==> config.mk <==
export PLATFORM = sky130hd
export DESIGN_NAME = imu_stim_gen
export DESIGN_NICKNAME = d
export VERILOG_FILES = /design/src/rtl/imu_stim_pkg.sv /design/src/rtl/imu_stim_lfsr.sv /design/src/rtl/imu_stim_gen.sv
export SDC_FILE = /design/constraint.sdc
export NUM_CORES = 1
export LEC_CHECK = 0
export CORE_ASPECT_RATIO = 1.75
export CORE_MARGIN = 10
export CORE_UTILIZATION = 60
export CTS_CLUSTER_DIAMETER = 40
export DETAILED_ROUTE_END_ITERATION = 16
export PLACE_DENSITY = 0.84
export REMOVE_ABC_BUFFERS = 1
export SLEW_MARGIN = 5
export SYNTH_ARGS = -nofsm -noshare
export SYNTH_HDL_FRONTEND = slang
export SYNTH_SLANG_ARGS = --single-unit
==> constraint.sdc <==
create_clock -name clk -period 7.53 [get_ports clk]
set_input_delay 0.753 -clock clk [delete_from_list [all_inputs] [get_ports clk]]
set_output_delay 0.753 -clock clk [all_outputs]
set_load 0.02 [all_outputs]
==> src/rtl/imu_stim_pkg.sv <==
// Shared types and helpers for the IMU stimulus generator: mode encodings,
// LFSR constants, and the saturating / noise arithmetic used per channel.
package imu_stim_pkg;

  typedef enum logic [1:0] {
    MODE_CONST     = 2'd0,
    MODE_RAMP      = 2'd1,
    MODE_TRI       = 2'd2,
    MODE_TRI_NOISE = 2'd3
  } mode_e;

  localparam logic [15:0] LFSR_TAPS   = 16'hB400;
  localparam logic [15:0] LFSR_SPREAD = 16'h1111;

  // Clamp a wide signed value into the range of a w-bit signed number.
  function automatic logic signed [39:0] sat_to_width(input logic signed [39:0] v,
                                                      input int unsigned w);
    logic signed [39:0] hi;
    logic signed [39:0] lo;
    hi = (40'sd1 <<< (w - 32'd1)) - 40'sd1;
    lo = -hi - 40'sd1;
    if (v > hi) begin
      return hi;
    end else if (v < lo) begin
      return lo;
    end else begin
      return v;
    end
  endfunction

  function automatic logic [15:0] lfsr_next(input logic [15:0] s);
    return (s >> 1) ^ (s[0] ? LFSR_TAPS : 16'h0000);
  endfunction

  // A zero seed would lock the LFSR, so it is replaced with 1.
  function automatic logic [15:0] lfsr_seed(input logic [15:0] base, input int unsigned k);
    logic [15:0] s;
    s = base ^ (16'(k) * LFSR_SPREAD);
    return (s == 16'h0000) ? 16'h0001 : s;
  endfunction

  // Low nb bits of the LFSR state, sign-extended.
  function automatic logic signed [39:0] lfsr_noise(input logic [15:0] s, input int unsigned nb);
    logic signed [39:0] v;
    v = {24'd0, s} & ((40'sd1 <<< nb) - 40'sd1);
    if (v[nb - 32'd1]) begin
      v = v - (40'sd1 <<< nb);
    end
    return v;
  endfunction

endpackage

==> src/rtl/imu_stim_lfsr.sv <==
// 16-bit Galois LFSR noise source; advances once per asserted adv.
module imu_stim_lfsr
  import imu_stim_pkg::*;
#(
  parameter logic [15:0] SEED = 16'hACE1
) (
  input  logic        clk,
  input  logic        rst_n,
  input  logic        adv,
  output logic [15:0] state
);

  // LFSR state register
  always_ff @(posedge clk) begin
    if (!rst_n) begin
      state <= SEED;
    end else if (adv) begin
      state <= lfsr_next(state);
    end else begin
      state <= state;
    end
  end

endmodule

==> src/rtl/imu_stim_gen.sv <==
// Multi-channel IMU stimulus generator: prescaled CONST/RAMP/TRIANGLE
// waveforms with per-channel offset, optional LFSR noise and saturation.
module imu_stim_gen
  import imu_stim_pkg::*;
#(
  parameter int          WIDTH      = 16,
  parameter int          NCH        = 3,
  parameter int          DIV        = 4,
  parameter int          STEP       = 1000,
  parameter int          AMP        = 4000,
  parameter int          CH_OFFSET  = 16384,
  parameter int          NOISE_BITS = 6,
  parameter logic [15:0] SEED       = 16'hACE1,
  parameter int          CNT_W      = 16
) (
  input  logic                   clk,
  input  logic                   rst_n,
  input  logic                   en,
  input  logic [1:0]             mode,
  output logic [NCH*WIDTH-1:0]   samples,
  output logic                   sample_valid,
  output logic [CNT_W-1:0]       sample_cnt
);

  localparam int PW    = WIDTH + 1;
  localparam int EW    = WIDTH + 8;
  localparam int PRE_W = (DIV > 1) ? $clog2(DIV) : 1;

  localparam logic signed [PW-1:0]  STEP_P   = PW'(STEP);
  localparam logic signed [PW-1:0]  AMP_P    = PW'(AMP);
  localparam logic [PRE_W-1:0]      PRE_LAST = PRE_W'(DIV - 1);

  logic [PRE_W-1:0]       presc_r;
  logic signed [PW-1:0]   phase_r;
  logic signed [PW-1:0]   phase_nxt_s;
  logic signed [PW-1:0]   tri_n_s;
  logic [WIDTH-1:0]       ramp_s;
  logic                   dir_down_r;
  logic                   dir_down_nxt_s;
  mode_e                  mode_q_r;
  logic                   tick_s;
  logic [NCH-1:0][15:0]   lfsr_s;
  logic [NCH*WIDTH-1:0]   samples_nxt_s;

  assign tick_s = en && (presc_r == PRE_LAST);

  // Next phase/direction; the resulting phase is what this tick's sample uses
  always_comb begin
    phase_nxt_s    = phase_r;
    dir_down_nxt_s = dir_down_r;
    tri_n_s        = '0;
    ramp_s         = '0;
    if (mode != mode_q_r) begin
      phase_nxt_s    = '0;
      dir_down_nxt_s = 1'b0;
    end else begin
      case (mode_q_r)
        MODE_CONST: begin
          phase_nxt_s    = '0;
          dir_down_nxt_s = 1'b0;
        end
        MODE_RAMP: begin
          ramp_s      = phase_r[WIDTH-1:0] + WIDTH'(STEP);
          phase_nxt_s = {ramp_s[WIDTH-1], ramp_s};
        end
        MODE_TRI, MODE_TRI_NOISE: begin
          if (!dir_down_r) begin
            tri_n_s = phase_r + STEP_P;
            if (tri_n_s >= AMP_P) begin
              phase_nxt_s    = AMP_P;
              dir_down_nxt_s = 1'b1;
            end else begin
              phase_nxt_s = tri_n_s;
            end
          end else begin
            tri_n_s = phase_r - STEP_P;
            if (tri_n_s <= -AMP_P) begin
              phase_nxt_s    = -AMP_P;
              dir_down_nxt_s = 1'b0;
            end else begin
              phase_nxt_s = tri_n_s;
            end
          end
        end
        default: begin
          phase_nxt_s    = '0;
          dir_down_nxt_s = 1'b0;
        end
      endcase
    end
  end

  for (genvar k = 0; k < NCH; k++) begin : g_ch
    localparam logic signed [EW-1:0] OFF_S = EW'(k * CH_OFFSET);
    logic signed [EW-1:0] noise_s;
    logic signed [EW-1:0] sum_s;

    imu_stim_lfsr #(
      .SEED(lfsr_seed(SEED, k))
    ) u_lfsr (
      .clk   (clk),
      .rst_n (rst_n),
      .adv   (tick_s),
      .state (lfsr_s[k])
    );

    // Channel value; noise uses the LFSR state before this tick's advance
    always_comb begin
      if (mode == MODE_TRI_NOISE) begin
        noise_s = EW'(lfsr_noise(lfsr_s[k], NOISE_BITS));
      end else begin
        noise_s = '0;
      end
      sum_s = EW'(phase_nxt_s) + OFF_S + noise_s;
    end

    assign samples_nxt_s[k*WIDTH +: WIDTH] = WIDTH'(sat_to_width(40'(sum_s), WIDTH));
  end

  // Prescaler, waveform state and registered outputs
  always_ff @(posedge clk) begin
    if (!rst_n) begin
      presc_r      <= '0;
      phase_r      <= '0;
      dir_down_r   <= 1'b0;
      mode_q_r     <= MODE_CONST;
      samples      <= '0;
      sample_valid <= 1'b0;
      sample_cnt   <= '0;
    end else begin
      sample_valid <= 1'b0;
      if (tick_s) begin
        presc_r      <= '0;
        phase_r      <= phase_nxt_s;
        dir_down_r   <= dir_down_nxt_s;
        mode_q_r     <= mode_e'(mode);
        samples      <= samples_nxt_s;
        sample_valid <= 1'b1;
        sample_cnt   <= sample_cnt + CNT_W'(1);
      end else if (en) begin
        presc_r <= presc_r + PRE_W'(1);
      end else begin
        presc_r <= presc_r;
      end
    end
  end

endmodule

==> impl_metrics.ini, run 1 <==
[power_and_ir_drop]
swShare_pct = 27.30
clkPwrFrac_pct = 48.9
powerDensity_nw_per_um2 = 156.7
intPower_mw = 1.215
switchingPower_uw = 456.3
p_leak_nw = 4.568
p_seq_share_pct = 43.8
ir_worst_vdd_mv = 0.1668
p_comb_share_pct = 7.3

[sta]
setup_tns_ns = 0
fin_crit_ns = 7.016
worst_slew_pin_slew_ns = 1.251
rsz0062_at_grt = false
hold_viol_final = 0
maxSlewViolCount = 0
fmax_ghz = 0.1425
relSlewSlack_pct = 16.62
fin_crit_sh_pct = 93.17
setup_viol_count_final = 0
skew_ns = 0.01406

[route]
drt_pass1_iterations = 5
drc = 0
ant_nets = 0
via_per_inst = 6.409
first_iter_violations = 627
wire_per_inst_um = 20.61
routed_wl_um = 28150
via_count = 8755

[setup_path]
critical_path_class = register to register
endpoint_kind = register
cp_top_family = compound AO/OA/AOI/OAI gates
reg2reg_from = phase_r[3]$_SDFFE_PN0P_
worst-r2r-setup-slack_ns = 0.51
start_kind = register
r2r_end = samples[36]$_SDFFE_PN0P_
slowest_stage = o32ai_2
arrival_ns = 7.38
critPathMaxStageDelay_ns = 1.05
required_ns = 7.89
cp_max_fo = 15
reg2regPathDepth = 26
crit_buf_inv = 3

[floorplanning]
die_w_um = 114.2
ios = 70
num_rows = 60
start_util_pct = 60.78
die_h_um = 184.8
dieArea_um2 = 21090
fp.coreArea_um2 = 15310

[job]
drv_cap = 0

[clock_tree]
clk_pin_slew_ns = 0.06
clock-sinks = 135
cts_setup_buffers = 0
clock-root-buffer = clkbuf_16
cts_tree = yes
cts_inserted_buffers = 17
htreeDepth = 4
insertion_delay_ns = 0.44
clockBufferDepth = 2

[yosys]
syn-cell-area_um2 = 9308
ys_ff_latch = 135
syn_area_per_cell_um2 = 8.296
synthFlopType = dfxtp_1
async_reset_ff_share_pct = 0
netlist_instances = 1122
synth_top_area_share_pct = 29.04
synth_warnings = 0
synthTopCellsByArea = dfxtp_1, ha_1, xnor2_1, nand2_1, a221o_1
seq_area_frac_synth_pct = 29.04
synth_edf_count = 0
ys_types = 84
synth.largest_area_cell = dfxtp_1

[outcome]
outcome = completed

[layout]
stdcell_count = 1366
area_delta_synth_final_pct = 14.61
n_antenna_cell = 0
nFillCells = 1235
nNetsFinal = 1253
drive_gt1_share_pct = 7.373

[min_path]
hold_path_class = register to register
holdPathEnd = phase_r[2]$_SDFFE_PN0P_
hold_start = phase_r[2]$_SDFFE_PN0P_
hold_depth = 2

[grt]
grt.total_usage_pct = 26.27
grt_pass1_vias = 8475
grt_pass1_wl_um = 44220
grt_overflow = 0
grt_antenna_before_repair = 0
grt_max_degree = 74

[place]
port_buffers = 69
gp_congestion = 1.068
dp_cells = 1334
dp_hpwl_um = 19880
==> cells in the final DEF (no fill, tap or decap), types with 4 or more instances in the layout <==
cell type        instances
a211oi_1                 9
a21boi_0                37
a21o_1                  12
a21oi_1                 54
a221o_1                 46
a31oi_1                 11
and2_1                  27
and3_1                  22
buf_4                   25
clkbuf_16               17
clkdlybuf4s50_1         68
dfxtp_1                134
ha_1                    78
inv_1                   37
inv_6                    6
mux2i_1                  7
nand2_1                171
nand2b_1                12
nand3_1                 41
nand4_1                  7
nor2_1                  57
nor3_1                  14
nor3b_1                  5
o211a_1                  6
o211ai_1                15
o21a_1                   8
o21ai_0                 39
o21bai_1                11
o221ai_1                 4
o31ai_1                  6
or3_1                   16
xnor2_1                 74
xor2_1                  19
==> power groups by stage <==
stage	logic [mW]	clock network (mW)	registers [mW]
finish	0.123	0.817	0.732
global route	0.133	0.852	0.733
CTS	0.121	0.819	0.732
floorplan	0.0716	0	0.751
detailed placement	0.120	0	0.748
global placement	0.118	0	0.747
==> worst max-delay path by stage <==
| stage | start | to | slack [ns] | cells past startpoint |
|---|---|---|---|---|
| floorplan | phase_r[3]$_SDFFE_PN0P_ | samples[16]$_SDFFE_PN0P_ | 0.90 | 26 |
| global placement | phase_r[4]$_SDFFE_PN0P_ | samples[17]$_SDFFE_PN0P_ | 0.68 | 28 |
| detailed placement | phase_r[4]$_SDFFE_PN0P_ | samples[17]$_SDFFE_PN0P_ | 0.48 | 27 |
| CTS | phase_r[4]$_SDFFE_PN0P_ | samples[17]$_SDFFE_PN0P_ | 0.30 | 27 |
| global route | phase_r[3]$_SDFFE_PN0P_ | samples[17]$_SDFFE_PN0P_ | 0.04 | 29 |
| finish | phase_r[3]$_SDFFE_PN0P_ | samples[36]$_SDFFE_PN0P_ | 0.51 | 26 |
==> stage by stage <==
stage	hold WS, ns	util [%]	instance area, um2	total power, mW	setup slack [ns]
6_report	0.4478	69.66	10670	1.671	0.5144
5_1_grt	0.4791	69.66	10670	1.718	0.04309
4_1_cts	0.4450	69.52	10650	1.672	0.3033
3_5_place_dp	0.4340	65.82	10080	0.8675	0.4817
3_3_place_gp	0.4354	65.82	10080	0.8650	0.6803
2_1_floorplan	0.4167	-	8956	0.8227	0.8952
==> cells in the mapped netlist (all sizes together) (16+ instances only) <==
cell type	n
dfxtp	135
o21ai	43
nor2	58
and3	24
or3	16
ha	78
xor2	19
a21boi	37
inv	37
nand3	41
nand2	172
a221o	46
a21oi	57
buf	19
clkbuf	47
and2	29
xnor2	74
==> per-layer routing <==
| layer | vias up | track usage [%] | share of wire, % |
|---|---|---|---|
| met2 | 351 | 45.79 | 51 |
| met5 | - | 0 | 0 |
| met4 | 0 | 19.07 | 7.7 |
| li1 | 4134 | - | - |
| met3 | 112 | 5.469 | 6.2 |
| met1 | 4158 | 26.89 | 35 |
==> cell type report <==
class / instances / area, um2 / area share (%)
Tap cell: 186 / 232.7 / 2.182
Timing Repair Buffer: 94 / 873.3 / 8.187
Clock buffer: 18 / 439.2 / 4.117
Sequential cell: 135 / 2704 / 25.35
Clock inverter: 14 / 127.6 / 1.196
Inverter: 39 / 146.4 / 1.372
Multi-Input combinational cell: 880 / 6145 / 57.60
==> cell families after synthesis <==
group / share of synthesized area (%)
adders and majority gates: 11.13
DFF: 29.04
and+or+nand+nor: 20.24
AOI/OAI and AO/OA: 24.61
xor gates and xnor gates: 8.751
buffers and inverters: 5.350
muxes: 0.8738
==> registers in the layout, indices dropped and copies added (netlist names) <==
signal and count:
dir_down_r 1, sample_valid 1, mode_q_r 2, samples 48, g_ch.u_lfsr.state 48, phase_r 17, sample_cnt 16, presc_r 2
==> worst min-delay path: stages, from the launching register on <==
cell and delay [ns]:
dfxtp_1 0.32, inv_1 0.05, nor2_1 0.03
==> what timing repair did <==
action	in CTS	in global routing
hold buffers	0	0
endpoints found under the setup margin	0	30
gates resized for setup	0	6
Note: power is estimated with default switching activity, not from simulation.
==> run 2, diff against run 1 <==
CTS_CLUSTER_SIZE = 8   (was default)
GPL_TIMING_DRIVEN = 0   (was default)
TNS_END_PERCENT = 20   (was default)
==> impl_metrics.ini, run 2 (synthesis results as in run 1) <==
[outcome]
outcome = completed

[place]
dp_hpwl_um = 18650
port_buffers = 69
gp_congestion = 0.9716
pre_cts_ws_ns = -0.5395

[floorplanning]
start_util_pct = 60.78
num_rows = 60
die_h_um = 184.8
die_w_um = 114.2
ios = 70
fp.coreArea_um2 = 15310
dieArea_um2 = 21090

[layout]
reg_top3 = g_ch.u_lfsr.state (48), samples (48), phase_r (17)
final_cell_mix = nand2_1, dfxtp_1, ha_1
utilization_pct = 69.74
n_antenna_cell = 0
final_common_cell = nand2_1
drive_gt1_share_pct = 7.309
nNetsFinal = 1236
area_delta_synth_final_pct = 14.75

[clock_tree]
htreeDepth = 4
cts_inserted_buffers = 17
cts_hold_buf = 0
cts_setup_buffers = 0
clk_pin_slew_ns = 0.06
insertion_delay_ns = 0.43
clock-sinks = 135
clock-root-buffer = clkbuf_16
clockBufferDepth = 2
cts_tree = yes

[sta]
fin_crit_sh_pct = 94.23
fmax_ghz = 0.1409
hold_viol_final = 0
hold_slack_ns = 0.4552
setup_viol_count_final = 0
fin_crit_ns = 7.096
worst_slew_pin_slew_ns = 0.9575
maxSlewViolCount = 0
rsz0062_at_grt = false
skew_ns = 0.01648
relSlewSlack_pct = 35.87
layout_setup_ws_ns = 0.4344

[min_path]
hold_path_class = register to register
hold_start = phase_r[1]$_SDFFE_PN0P_
hold_depth = 2
holdPathEnd = phase_r[1]$_SDFFE_PN0P_

[route]
routed_wl_um = 25670
routed.top_layer = met4
dr_wl_met3_um = 1418
via_per_inst = 6.301
first_iter_violations = 474
via_count = 8500
drc = 0
route.layer.met1.wl_um = 9183
ant_nets = 0
wl_met2_um = 13390
drt_pass1_iterations = 5
wire_per_inst_um = 19.03

[power_and_ir_drop]
ir_worst_vdd_mv = 0.1673
p_leak_nw = 4.512
powerDensity_nw_per_um2 = 158.1

[setup_path]
start_kind = input pin
slowest_stage = clkdlybuf4s50_1
worstPathCellList = clkdlybuf4s50_1 -> xnor2_1 -> nand3_1 -> a211oi_2 -> a21boi_0 -> a21oi_1 -> nor2_1 -> ha_1 -> ha_1 -> nand3_1 -> nand2_1 -> a41oi_1 -> a211o_1 -> o21a_1 -> o21ai_0 -> mux2i_1 -> nor3b_1 -> or3_1 -> a21oi_2 -> a221o_1
required_ns = 7.89
reg2reg_from = phase_r[3]$_SDFFE_PN0P_
arrival_ns = 7.46
r2r_end = samples[16]$_SDFFE_PN0P_
reg2regPathDepth = 28
critical_path_class = input pin to register
endpoint_kind = register
cp_max_fo = 21
critPathMaxStageDelay_ns = 0.83
worst-r2r-setup-slack_ns = 0.48

[grt]
grt_antenna_before_repair = 0
grt_max_degree = 52
grt_overflow = 0
grt_pass1_vias = 8596
grt.total_usage_pct = 24.27
grt_pass1_wl_um = 42150

[job]
drv_cap = 0
[run 2: cell type report]
cell class	instances	area, um2
well taps	186	232.7
repair buffers	77	793.3
multi-input cells	880	6205
clock inverters	15	163.9
clock buffers	17	425.4
fillers	1208	4634
inverters	39	146.4
flip-flops and latches	135	2714
[run 2: what timing repair did]
| item | in CTS | in global routing |
|---|---|---|
| gates resized for setup | 7 | 17 |
| setup endpoints to repair | 30 | 46 |
| pin swaps | 0 | 1 |
[run 2: critical path, delay by kind of cell]
family,cells,cell delay [ns]
AOI/OAI and AO/OA,9,2.85
and+or+nand+nor,6,1.57
buffers and inverters,1,0.83
adders and majority gates,2,0.71
xor gates and xnor gates,1,0.43
muxes,1,0.27
[run 2: layer usage]
metal	vias to the layer above	track usage (%)
met5	-	0
met4	0	17.11
met3	108	5.143
met2	296	43.58
met1	4014	23.89
li1	4082	-
[run 2: how the worst max path moves through the flow]
| stage | start | slack [ns] | depth (start not counted) | endpoint |
|---|---|---|---|---|
| finish | mode[0] | 0.43 | 20 | samples[35]$_SDFFE_PN0P_ |
| floorplan | phase_r[3]$_SDFFE_PN0P_ | 0.90 | 26 | samples[16]$_SDFFE_PN0P_ |
| CTS | phase_r[8]$_SDFFE_PN0P_ | 0.01 | 27 | samples[16]$_SDFFE_PN0P_ |
| detailed placement | mode[0] | -0.54 | 20 | samples[35]$_SDFFE_PN0P_ |
| global placement | phase_r[3]$_SDFFE_PN0P_ | -0.81 | 27 | samples[16]$_SDFFE_PN0P_ |
| global route | phase_r[3]$_SDFFE_PN0P_ | 0.02 | 28 | samples[16]$_SDFFE_PN0P_ |
[run 2: per-stage QoR]
stage          power (mW)  instance area (um2)  std cells  setup TNS [ns]
6_report            1.689                10680       1349               0
5_1_grt             1.737                10680       1349               0
4_1_cts             1.694                10610       1349               0
3_5_place_dp       0.8666                10000       1317          -12.50
3_3_place_gp       0.8616                 9879       1309          -20.07
2_1_floorplan      0.8227                 8956       1054               0
[run 2: power by group]
group / leakage (nW) / switching, mW / total [mW] / internal, mW
combinational: 3.13 / 0.0732 / 0.121 / 0.0478
sequential: 1.09 / 0.00818 / 0.732 / 0.723
clock: 0.291 / 0.366 / 0.836 / 0.471
total: 4.51 / 0.447 / 1.69 / 1.24
==> run 3, diff against run 2 <==
CORE_ASPECT_RATIO = default   (was 1.75)
CORE_UTILIZATION = 62   (was 60)
CTS_BUF_LIST = sky130_fd_sc_hd__clkbuf_4 sky130_fd_sc_hd__clkbuf_8 sky130_fd_sc_hd__clkbuf_16   (was default)
PLACE_DENSITY = 0.87   (was 0.84)
clock period = 8.7 ns   (was 7.53 ns; I/O delays follow)
==> impl_metrics.ini, run 3 (synthesis results as in run 1) <==
[layout]
reg_top3 = g_ch.u_lfsr.state (48), samples (48), phase_r (17)
drive_gt1_share_pct = 5.680
final_area_um2 = 10570
nNetsFinal = 1235
final_common_cell = nand2_1
final_cell_mix = nand2_1, dfxtp_1, ha_1
area_delta_synth_final_pct = 13.59
n_antenna_cell = 0
stdcell_count = 1346
utilization_pct = 72.20

[sta]
fmax_ghz = 0.1272
rsz0062_at_grt = false
layout_setup_ws_ns = 0.8371
hold_slack_ns = 0.4354
fin_crit_ns = 7.863
fin_crit_sh_pct = 90.38
hold_viol_final = 0
maxSlewViolCount = 0
skew_ns = 0.01127
worst_slew_pin_slew_ns = 1.017
setup_tns_ns = 0
setup_viol_count_final = 0
relSlewSlack_pct = 31.97

[route]
ant_nets = 0
via_per_inst = 6.226
wire_per_inst_um = 17.10
via_count = 8380
drt_pass1_iterations = 9
routed_wl_um = 23020
first_iter_violations = 783
drc = 0

[setup_path]
required_ns = 9.06
cp_max_fo = 18
slowest_stage = nor2_1
critical_path_class = register to register
cp_top_family = compound AO/OA/AOI/OAI gates
critPathMaxStageDelay_ns = 0.76
crit_buf_inv = 2
start_kind = register
arrival_ns = 8.22
endpoint_kind = register
crit_top_cell = a21oi_1

[grt]
grt_max_degree = 46
grt_antenna_before_repair = 0
grt_pass1_wl_um = 38230
grt_overflow = 0
grt_pass1_vias = 7936
grt.total_usage_pct = 22.48

[clock_tree]
clock-root-buffer = clkbuf_16
insertion_delay_ns = 0.42
cts_setup_buffers = 0
cts_tree = yes
cts_hold_buf = 0
clockBufferDepth = 2
clk_pin_slew_ns = 0.07
cts_inserted_buffers = 17
htreeDepth = 4
clock-sinks = 135

[place]
pre_cts_ws_ns = 0.9123
dp_cells = 1314
gp_congestion = 0.9704
dp_hpwl_um = 15800
port_buffers = 69
place_area_um2 = 9990

[floorplanning]
die_w_um = 142.5
die_h_um = 142.5
fp.coreArea_um2 = 14640
num_rows = 44
dieArea_um2 = 20310
ios = 70
start_util_pct = 63.56

[power_and_ir_drop]
intPower_mw = 1.077
p_comb_share_pct = 7.1
finalPower_mw = 1.446
swShare_pct = 25.53
clkPwrFrac_pct = 49.1
powerDensity_nw_per_um2 = 136.7
switchingPower_uw = 369.1
p_leak_nw = 4.499
p_seq_share_pct = 43.8
ir_worst_vdd_mv = 0.1760

[job]
drv_cap = 0

[min_path]
hold_path_class = register to register

[outcome]
outcome = completed
## run 3: final timing paths
| path | end | slack [ns] | start | cells past startpoint |
|---|---|---|---|---|
| max | samples[17]$_SDFFE_PN0P_ | 0.84 | phase_r[3]$_SDFFE_PN0P_ | 28 |
| min | phase_r[2]$_SDFFE_PN0P_ | 0.44 | phase_r[2]$_SDFFE_PN0P_ | 2 |
| max reg2reg | samples[17]$_SDFFE_PN0P_ | 0.84 | phase_r[3]$_SDFFE_PN0P_ | 28 |
| min reg2reg | phase_r[2]$_SDFFE_PN0P_ | 0.44 | phase_r[2]$_SDFFE_PN0P_ | 2 |
## run 3: power by group through the flow
stage,Combinational [mW],Sequential [mW],Clock (mW)
4_1_cts,0.102,0.633,0.714
3_5_place_dp,0.101,0.647,0
2_1_floorplan,0.0619,0.650,0
6_report,0.102,0.633,0.710
5_1_grt,0.113,0.634,0.740
3_3_place_gp,0.0965,0.647,0
## run 3: repair_timing
item                                    4_1_cts  5_1_grt
gates resized for setup                       0        1
endpoints found under the hold margin         0        0
endpoints found under the setup margin        0       15
## run 3: layout make-up
cell class,instances,area (um2)
clock buffers,18,439.2
multi-input cells,880,6128
inverters,39,146.4
fillers,1103,4071
flip-flops and latches,135,2703
well taps,184,230.2
clock inverters,14,140.1
repair buffers,76,785.8
## run 3: per-layer routing
metal	GRT usage (%)	part of all wire, %
met5	0	0
met4	8.415	2.4
met3	4.473	5.2
met2	38.66	50
met1	27.09	43
## run 3: worst min-delay path, stage by stage (launching register included)
cell	delay [ns]
dfxtp_1	0.31
inv_1	0.05
nor2_1	0.03
